**config.mk**
```make
export PLATFORM = sky130hd
export DESIGN_NAME = seq_mdu_core_flat
export DESIGN_NICKNAME = d
export VERILOG_FILES = /design/src/rtl/seq_mdu_core_if.sv /design/src/rtl/seq_mdu_core.sv /design/src/flat_wrapper.sv
export SDC_FILE = /design/constraint.sdc
export NUM_CORES = 1
export LEC_CHECK = 0
export BUFFER_PORTS_ARGS = -buffer_cell sky130_fd_sc_hd__buf_4
export CORE_MARGIN = 4
export CORE_UTILIZATION = 30
export DETAILED_ROUTE_END_ITERATION = 10
export GPL_ROUTABILITY_DRIVEN = 0
export PLACE_DENSITY = 0.48
export SLEW_MARGIN = 5
export SYNTH_ARGS = -nofsm -noshare
export SYNTH_HDL_FRONTEND = slang
export SYNTH_SLANG_ARGS = --single-unit
```
**constraint.sdc**
```tcl
create_clock -name clk -period 5.73 [get_ports clk]
set_input_delay 0.573 -clock clk [delete_from_list [all_inputs] [get_ports clk]]
set_output_delay 0.573 -clock clk [all_outputs]
set_load 0.02 [all_outputs]
```
**src/rtl/seq_mdu_core_if.sv**
```systemverilog
// Request/result bundle for seq_mdu_core: operation strobe, operands, status and HI/LO.
interface seq_mdu_core_if;
    logic        start;
    logic [3:0]  ctrl;
    logic [31:0] srcA;
    logic [31:0] srcB;
    logic        busy;
    logic        done;
    logic [31:0] HI;
    logic [31:0] LO;

    modport master (
        output start, ctrl, srcA, srcB,
        input  busy, done, HI, LO
    );

    modport slave (
        input  start, ctrl, srcA, srcB,
        output busy, done, HI, LO
    );
endinterface

```
**src/rtl/seq_mdu_core.sv**
```systemverilog
// Sequential 32-bit multiply/divide unit: 32 iteration cycles plus one sign-fix cycle.
// Optional MDU_DIVZERO_KEEP_EN: a div/divu with a zero divisor is dropped instead of executed.
module seq_mdu_core (
    input logic           clk,
    input logic           reset,
    seq_mdu_core_if.slave bus
);

    typedef enum logic [1:0] {StIdle, StRun, StFix} state_e;

    localparam logic [3:0] OpMult  = 4'd1;
    localparam logic [3:0] OpMultu = 4'd2;
    localparam logic [3:0] OpDiv   = 4'd3;
    localparam logic [3:0] OpDivu  = 4'd4;
    localparam logic [3:0] OpMthi  = 4'd5;
    localparam logic [3:0] OpMtlo  = 4'd6;

`ifdef MDU_DIVZERO_KEEP_EN
    localparam bit DivZeroKeep = 1'b1;
`else
    localparam bit DivZeroKeep = 1'b0;
`endif

    state_e      state_q, state_d;
    logic [3:0]  op_q, op_d;
    logic [31:0] a_q, a_d;
    logic [31:0] b_q, b_d;
    logic [63:0] work_q, work_d;
    logic [4:0]  cnt_q, cnt_d;
    logic [31:0] hi_q, hi_d;
    logic [31:0] lo_q, lo_d;
    logic        done_q, done_d;

    // Request decode
    logic        req_muldiv;
    logic        req_div;
    logic        req_signed;
    logic        req_accept;
    logic [31:0] src_a_mag;

    always_comb begin
        req_muldiv = (bus.ctrl == OpMult) || (bus.ctrl == OpMultu) ||
                     (bus.ctrl == OpDiv)  || (bus.ctrl == OpDivu);
        req_div    = (bus.ctrl == OpDiv)  || (bus.ctrl == OpDivu);
        req_signed = (bus.ctrl == OpMult) || (bus.ctrl == OpDiv);
        req_accept = bus.start && req_muldiv &&
                     !(DivZeroKeep && req_div && (bus.srcB == 32'd0));
        src_a_mag  = (req_signed && bus.srcA[31]) ? -bus.srcA : bus.srcA;
    end

    // Latched operation flags and divisor/multiplier magnitude
    logic        op_signed;
    logic        op_div;
    logic [31:0] b_mag;

    always_comb begin
        op_signed = (op_q == OpMult) || (op_q == OpDiv);
        op_div    = (op_q == OpDiv)  || (op_q == OpDivu);
        b_mag     = (op_signed && b_q[31]) ? -b_q : b_q;
    end

    // One shift-add multiply step: work = {product_hi, multiplier bits still to consume}
    logic [32:0] mul_sum;
    logic [63:0] mul_next;

    always_comb begin
        mul_sum  = {1'b0, work_q[63:32]} + (work_q[0] ? {1'b0, b_mag} : 33'd0);
        mul_next = {mul_sum, work_q[31:1]};
    end

    // One restoring divide step: work = {partial remainder, dividend/quotient bits}
    logic [32:0] div_shift;
    logic [32:0] div_trial;
    logic [63:0] div_next;

    always_comb begin
        div_shift = {work_q[63:32], work_q[31]};
        div_trial = div_shift - {1'b0, b_mag};
        if (div_trial[32]) begin
            div_next = {div_shift[31:0], work_q[30:0], 1'b0};
        end else begin
            div_next = {div_trial[31:0], work_q[30:0], 1'b1};
        end
    end

    // Sign correction applied in the fix cycle
    logic        a_neg;
    logic        b_neg;
    logic [63:0] prod_fix;
    logic [31:0] quo_fix;
    logic [31:0] rem_fix;

    always_comb begin
        a_neg    = op_signed && a_q[31];
        b_neg    = op_signed && b_q[31];
        prod_fix = (a_neg ^ b_neg) ? -work_q : work_q;
        quo_fix  = (a_neg ^ b_neg) ? -work_q[31:0] : work_q[31:0];
        rem_fix  = a_neg ? -work_q[63:32] : work_q[63:32];
    end

    always_comb begin
        state_d = state_q;
        op_d    = op_q;
        a_d     = a_q;
        b_d     = b_q;
        work_d  = work_q;
        cnt_d   = cnt_q;
        hi_d    = hi_q;
        lo_d    = lo_q;
        done_d  = 1'b0;

        unique case (state_q)
            StIdle: begin
                if (req_accept) begin
                    state_d = StRun;
                    op_d    = bus.ctrl;
                    a_d     = bus.srcA;
                    b_d     = bus.srcB;
                    work_d  = {32'd0, src_a_mag};
                    cnt_d   = 5'd0;
                end else if (bus.start && (bus.ctrl == OpMthi)) begin
                    hi_d = bus.srcA;
                end else if (bus.start && (bus.ctrl == OpMtlo)) begin
                    lo_d = bus.srcA;
                end
            end
            StRun: begin
                work_d = op_div ? div_next : mul_next;
                cnt_d  = cnt_q + 5'd1;
                if (cnt_q == 5'd31) begin
                    state_d = StFix;
                end
            end
            StFix: begin
                state_d = StIdle;
                done_d  = 1'b1;
                if (!op_div) begin
                    hi_d = prod_fix[63:32];
                    lo_d = prod_fix[31:0];
                end else if (b_q == 32'd0) begin
                    // Zero divisor: all-ones quotient, dividend passed through as remainder
                    hi_d = a_q;
                    lo_d = 32'hFFFF_FFFF;
                end else begin
                    hi_d = rem_fix;
                    lo_d = quo_fix;
                end
            end
            default: begin
                state_d = StIdle;
            end
        endcase
    end

    always_ff @(posedge clk or negedge reset) begin
        if (!reset) begin
            state_q <= StIdle;
            op_q    <= 4'd0;
            a_q     <= 32'd0;
            b_q     <= 32'd0;
            work_q  <= 64'd0;
            cnt_q   <= 5'd0;
            hi_q    <= 32'd0;
            lo_q    <= 32'd0;
            done_q  <= 1'b0;
        end else begin
            state_q <= state_d;
            op_q    <= op_d;
            a_q     <= a_d;
            b_q     <= b_d;
            work_q  <= work_d;
            cnt_q   <= cnt_d;
            hi_q    <= hi_d;
            lo_q    <= lo_d;
            done_q  <= done_d;
        end
    end

    assign bus.busy = (state_q != StIdle);
    assign bus.done = done_q;
    assign bus.HI   = hi_q;
    assign bus.LO   = lo_q;

endmodule

```
**src/flat_wrapper.sv**
```systemverilog
// flat-port wrapper written by rule: the top's interface ports become plain ports
module seq_mdu_core_flat 
  (clk, reset, bus_start, bus_ctrl, bus_srcA, bus_srcB, bus_busy, bus_done, bus_HI, bus_LO);
  seq_mdu_core_if bus_i ();
  input logic clk;
  input logic reset;
  input wire logic [$bits(bus_i.start)-1:0] bus_start;
  input wire logic [$bits(bus_i.ctrl)-1:0] bus_ctrl;
  input wire logic [$bits(bus_i.srcA)-1:0] bus_srcA;
  input wire logic [$bits(bus_i.srcB)-1:0] bus_srcB;
  output wire logic [$bits(bus_i.busy)-1:0] bus_busy;
  output wire logic [$bits(bus_i.done)-1:0] bus_done;
  output wire logic [$bits(bus_i.HI)-1:0] bus_HI;
  output wire logic [$bits(bus_i.LO)-1:0] bus_LO;
  assign bus_i.start = bus_start;
  assign bus_i.ctrl = bus_ctrl;
  assign bus_i.srcA = bus_srcA;
  assign bus_i.srcB = bus_srcB;
  assign bus_busy = bus_i.busy;
  assign bus_done = bus_i.done;
  assign bus_HI = bus_i.HI;
  assign bus_LO = bus_i.LO;
  seq_mdu_core u_core (.clk(clk), .reset(reset), .bus(bus_i));
endmodule
```
==> impl_metrics.ini <==
[status]
run_status = completed

[cts]
clock_tree.root_cell = sky130_fd_sc_hd__clkbuf_16
postCtsResizedCells = 0
clk_pin_slew_ps = 60
clock_sink_count = 204
num_cts_buffers = 27
post-cts-setup-buffer-count = 0
hold_buffers = 0
clockBufferDepth = 3
h_tree_depth_reported_by_cts = 1
tritoncts = yes
clock_latency_ps = 580

[yosys]
synth_async_reset_ratio_pct = 100
postSynthNetCount = 2313
synth.yosys.warnings = 0
synthDistinctLibCells = 88
synth.cell_area_um2 = 16600
synthFlopType = sky130_fd_sc_hd__dfrtp_1
ys_seq_area_share_pct = 30.7
syn_area_per_cell_um2 = 7.66
synth.ff_latch_count = 204
synth-edff-count = 0
post_synth_inst_count = 2170

[route]
ant_nets = 0
viasPerCell = 5.47
drt-pass1-iter-count = 5
post-route-drc-count = 0
violation_count_after_the_first_detailed_route_iteration = 1429
via_count = 16220
routed_wire_length_per_instance_um = 20.4
routed_wirelength_um = 60500

[cells_and_area]
mostFrequentLayoutCells = 380 x sky130_fd_sc_hd__nand2_1, 208 x sky130_fd_sc_hd__nor2_1, 204 x sky130_fd_sc_hd__dfrtp_1
post_route_cells_drive_above_1_share_pct = 11.7
finalCoreUtilization_pct = 35.1
layout-area-overhead-vs-synth_pct = 14.9
final_nets = 2350
mostFrequentLayoutCell = sky130_fd_sc_hd__nand2_1
insertedDiodeCount = 0

[power_and_ir_drop]
vdd.ir_drop.worst_v = 0.000407
p_leak_nw = 8.16
powerDensity_nw_per_um2 = 709

[setup_path]
end_kind = flop
worst_ep_arrival_time_ps = 5720
r2r_slack_ps = 430
cp.required_ps = 6150
crit_type = reg2reg
critPathMaxFanout = 58
crit_path_start_kind = flop

[sta]
max_clock_freq_mhz = 189
final_min_period_over_clock_period_pct = 92.5
unrepaired_setup_endpoints_after_global_routing = false
max-slew-margin-rel_pct = 28.6
timing.final.hold_violations = 0
worst-slew-pin-transition_ps = 1070
clock_skew_ps = 28.2
final_period_minus_worst_setup_slack_ps = 5300
timing.final.max_slew_violations = 0
finalSetupViolations = 0
fin_tns_setup_ps = 0
holdWs_ps = 42.5

[floorplanning]
placement_rows = 85
die_w_um = 243
die_area_um2 = 59200
starting_utilization_of_the_core_area_pct = 30.6
design.portCount = 137
chipHeight_um = 243
core_area_um2 = 54300

[global_route]
first_pass_grt_wire_length_um = 94000
grt_pass1_vias = 15692
grt_usage_pct = 19.7
antenna_found_initial = 0
grt_start_max_net_pins = 104
grt_overflow_total = 0

[place]
place.detailed.hpwl_um = 44700
placement.io_buffers = 136

[worst_hold_path]
worst_hold_check_path_type = in2async

[run]
cap_violations = 0
-- flip-flops by register name, indices dropped and copies added, names as in the netlist --
| signal | cells |
|---|---|
| u_core.a_q | 32 |
| u_core.b_q | 32 |
| u_core.bus.HI | 32 |
| u_core.bus.LO | 32 |
| u_core.bus.done | 1 |
| u_core.cnt_q | 5 |
| u_core.op_q | 4 |
| u_core.state_q | 2 |
| u_core.work_q | 64 |
-- logic make-up after synthesis --
logic type / after synthesis / share of synthesized area [%]
and+or+nand+nor: 857 / 24.1
AOI/OAI and AO/OA: 639 / 24.1
DFF: 204 / 30.7
buffers and inverters: 197 / 4.84
xor gates and xnor gates: 184 / 9.70
adders and majority gates: 72 / 5.51
muxes: 17 / 1.04
-- worst max-delay path: stages (launching register included) --
cell	delay, ps
sky130_fd_sc_hd__dfrtp_1	410
sky130_fd_sc_hd__inv_1	120
sky130_fd_sc_hd__ha_1	200
sky130_fd_sc_hd__or4b_4	520
sky130_fd_sc_hd__nor4b_4	440
sky130_fd_sc_hd__nand3_2	260
sky130_fd_sc_hd__inv_1	120
sky130_fd_sc_hd__a21oi_1	90
sky130_fd_sc_hd__xnor2_1	250
sky130_fd_sc_hd__ha_1	370
sky130_fd_sc_hd__a21o_1	220
sky130_fd_sc_hd__a21o_1	220
sky130_fd_sc_hd__a221oi_1	430
sky130_fd_sc_hd__o21ai_0	200
sky130_fd_sc_hd__nor4_2	380
sky130_fd_sc_hd__buf_12	310
sky130_fd_sc_hd__mux2_2	370
sky130_fd_sc_hd__a22oi_1	120
sky130_fd_sc_hd__o21ai_0	110
-- Yosys cell counts, types with 10 or more instances --
cell type	n	area [um^2]
sky130_fd_sc_hd__nor2_1	210	788
sky130_fd_sc_hd__a22oi_1	20	150
sky130_fd_sc_hd__nor3_1	75	375
sky130_fd_sc_hd__and3_1	16	100
sky130_fd_sc_hd__o211ai_1	18	135
sky130_fd_sc_hd__xnor2_1	102	893
sky130_fd_sc_hd__a21o_1	20	150
sky130_fd_sc_hd__a21oi_1	169	846
sky130_fd_sc_hd__o31ai_1	16	120
sky130_fd_sc_hd__xor2_1	82	718
sky130_fd_sc_hd__buf_2	12	60.1
sky130_fd_sc_hd__nand2_1	380	1430
sky130_fd_sc_hd__clkbuf_1	130	488
sky130_fd_sc_hd__o21bai_1	10	75.1
sky130_fd_sc_hd__ha_1	70	876
sky130_fd_sc_hd__nor3b_1	11	82.6
sky130_fd_sc_hd__or4_1	10	75.1
sky130_fd_sc_hd__o22ai_1	43	269
sky130_fd_sc_hd__dfrtp_1	204	5100
sky130_fd_sc_hd__or3_1	22	138
sky130_fd_sc_hd__a211oi_1	45	338
sky130_fd_sc_hd__a31oi_1	46	288
sky130_fd_sc_hd__nor4_1	13	81.3
sky130_fd_sc_hd__nand3_1	36	180
sky130_fd_sc_hd__nand2b_1	14	87.6
sky130_fd_sc_hd__o21ai_0	154	771
sky130_fd_sc_hd__mux2i_1	15	150
sky130_fd_sc_hd__nand4_1	11	68.8
sky130_fd_sc_hd__inv_1	38	143
sky130_fd_sc_hd__o41ai_1	11	96.3
sky130_fd_sc_hd__o21a_1	12	90.1
-- cell type report --
cell class | count | area, um^2
clock buffer | 41 | 808
clock inverter | 8 | 63.8
fill | 5754 | 35300
inverter | 39 | 146
multi-input combinational | 1769 | 10800
sequential | 204 | 5100
tap | 739 | 925
timing repair buffer | 166 | 1280
-- where the power goes --
group	internal (W)	switching [W]	leakage [nW]
Combinational	0.00343	0.00528	5.26
Clock	0.000973	0.000704	0.427
Sequential	0.00213	0.00102	2.47
Total	0.00653	0.00700	8.16
-- per-layer routing --
| layer | vias up | routed length, um | GRT usage, % | part of all wire (%) |
|---|---|---|---|---|
| met5 | - | 0 | 0 | 0 |
| met4 | 0 | 1430 | 4.63 | 2.4 |
| met3 | 70 | 3180 | 2.52 | 5.3 |
| met2 | 524 | 27400 | 31.7 | 45 |
| met1 | 7784 | 28600 | 28.1 | 47 |
| li1 | 7842 | - | - | - |
-- final timing paths --
path | start | endpoint | cells after the start
min in group clk | bus_srcB[16] | u_core.b_q[16]$_DFFE_PN0P_ | 3
hold reg to reg | u_core.a_q[15]$_DFFE_PN0P_ | u_core.a_q[15]$_DFFE_PN0P_ | 2
setup reg to reg | u_core.b_q[0]$_DFFE_PN0P_ | u_core.work_q[56]$_DFFE_PN0P_ | 18
setup / recovery | u_core.b_q[0]$_DFFE_PN0P_ | u_core.work_q[56]$_DFFE_PN0P_ | 18
max in group asynchronous | reset | u_core.b_q[13]$_DFFE_PN0P_ | 2
hold / removal | reset | u_core.bus.LO[10]$_DFFE_PN0P_ | 1
-- per-stage QoR --
step           power [W]  instances  area, um^2  setup WS (ps)
4_1_cts           0.0135       2966       19100            453
6_report          0.0135       2966       19100            427
3_5_place_dp      0.0117       2917       18200            495
5_1_grt           0.0146       2966       19100           83.0
2_1_floorplan    0.00917       2170       16600           1100
3_3_place_gp      0.0117       2917       18200            659
Power figures use the tool's default switching activity.
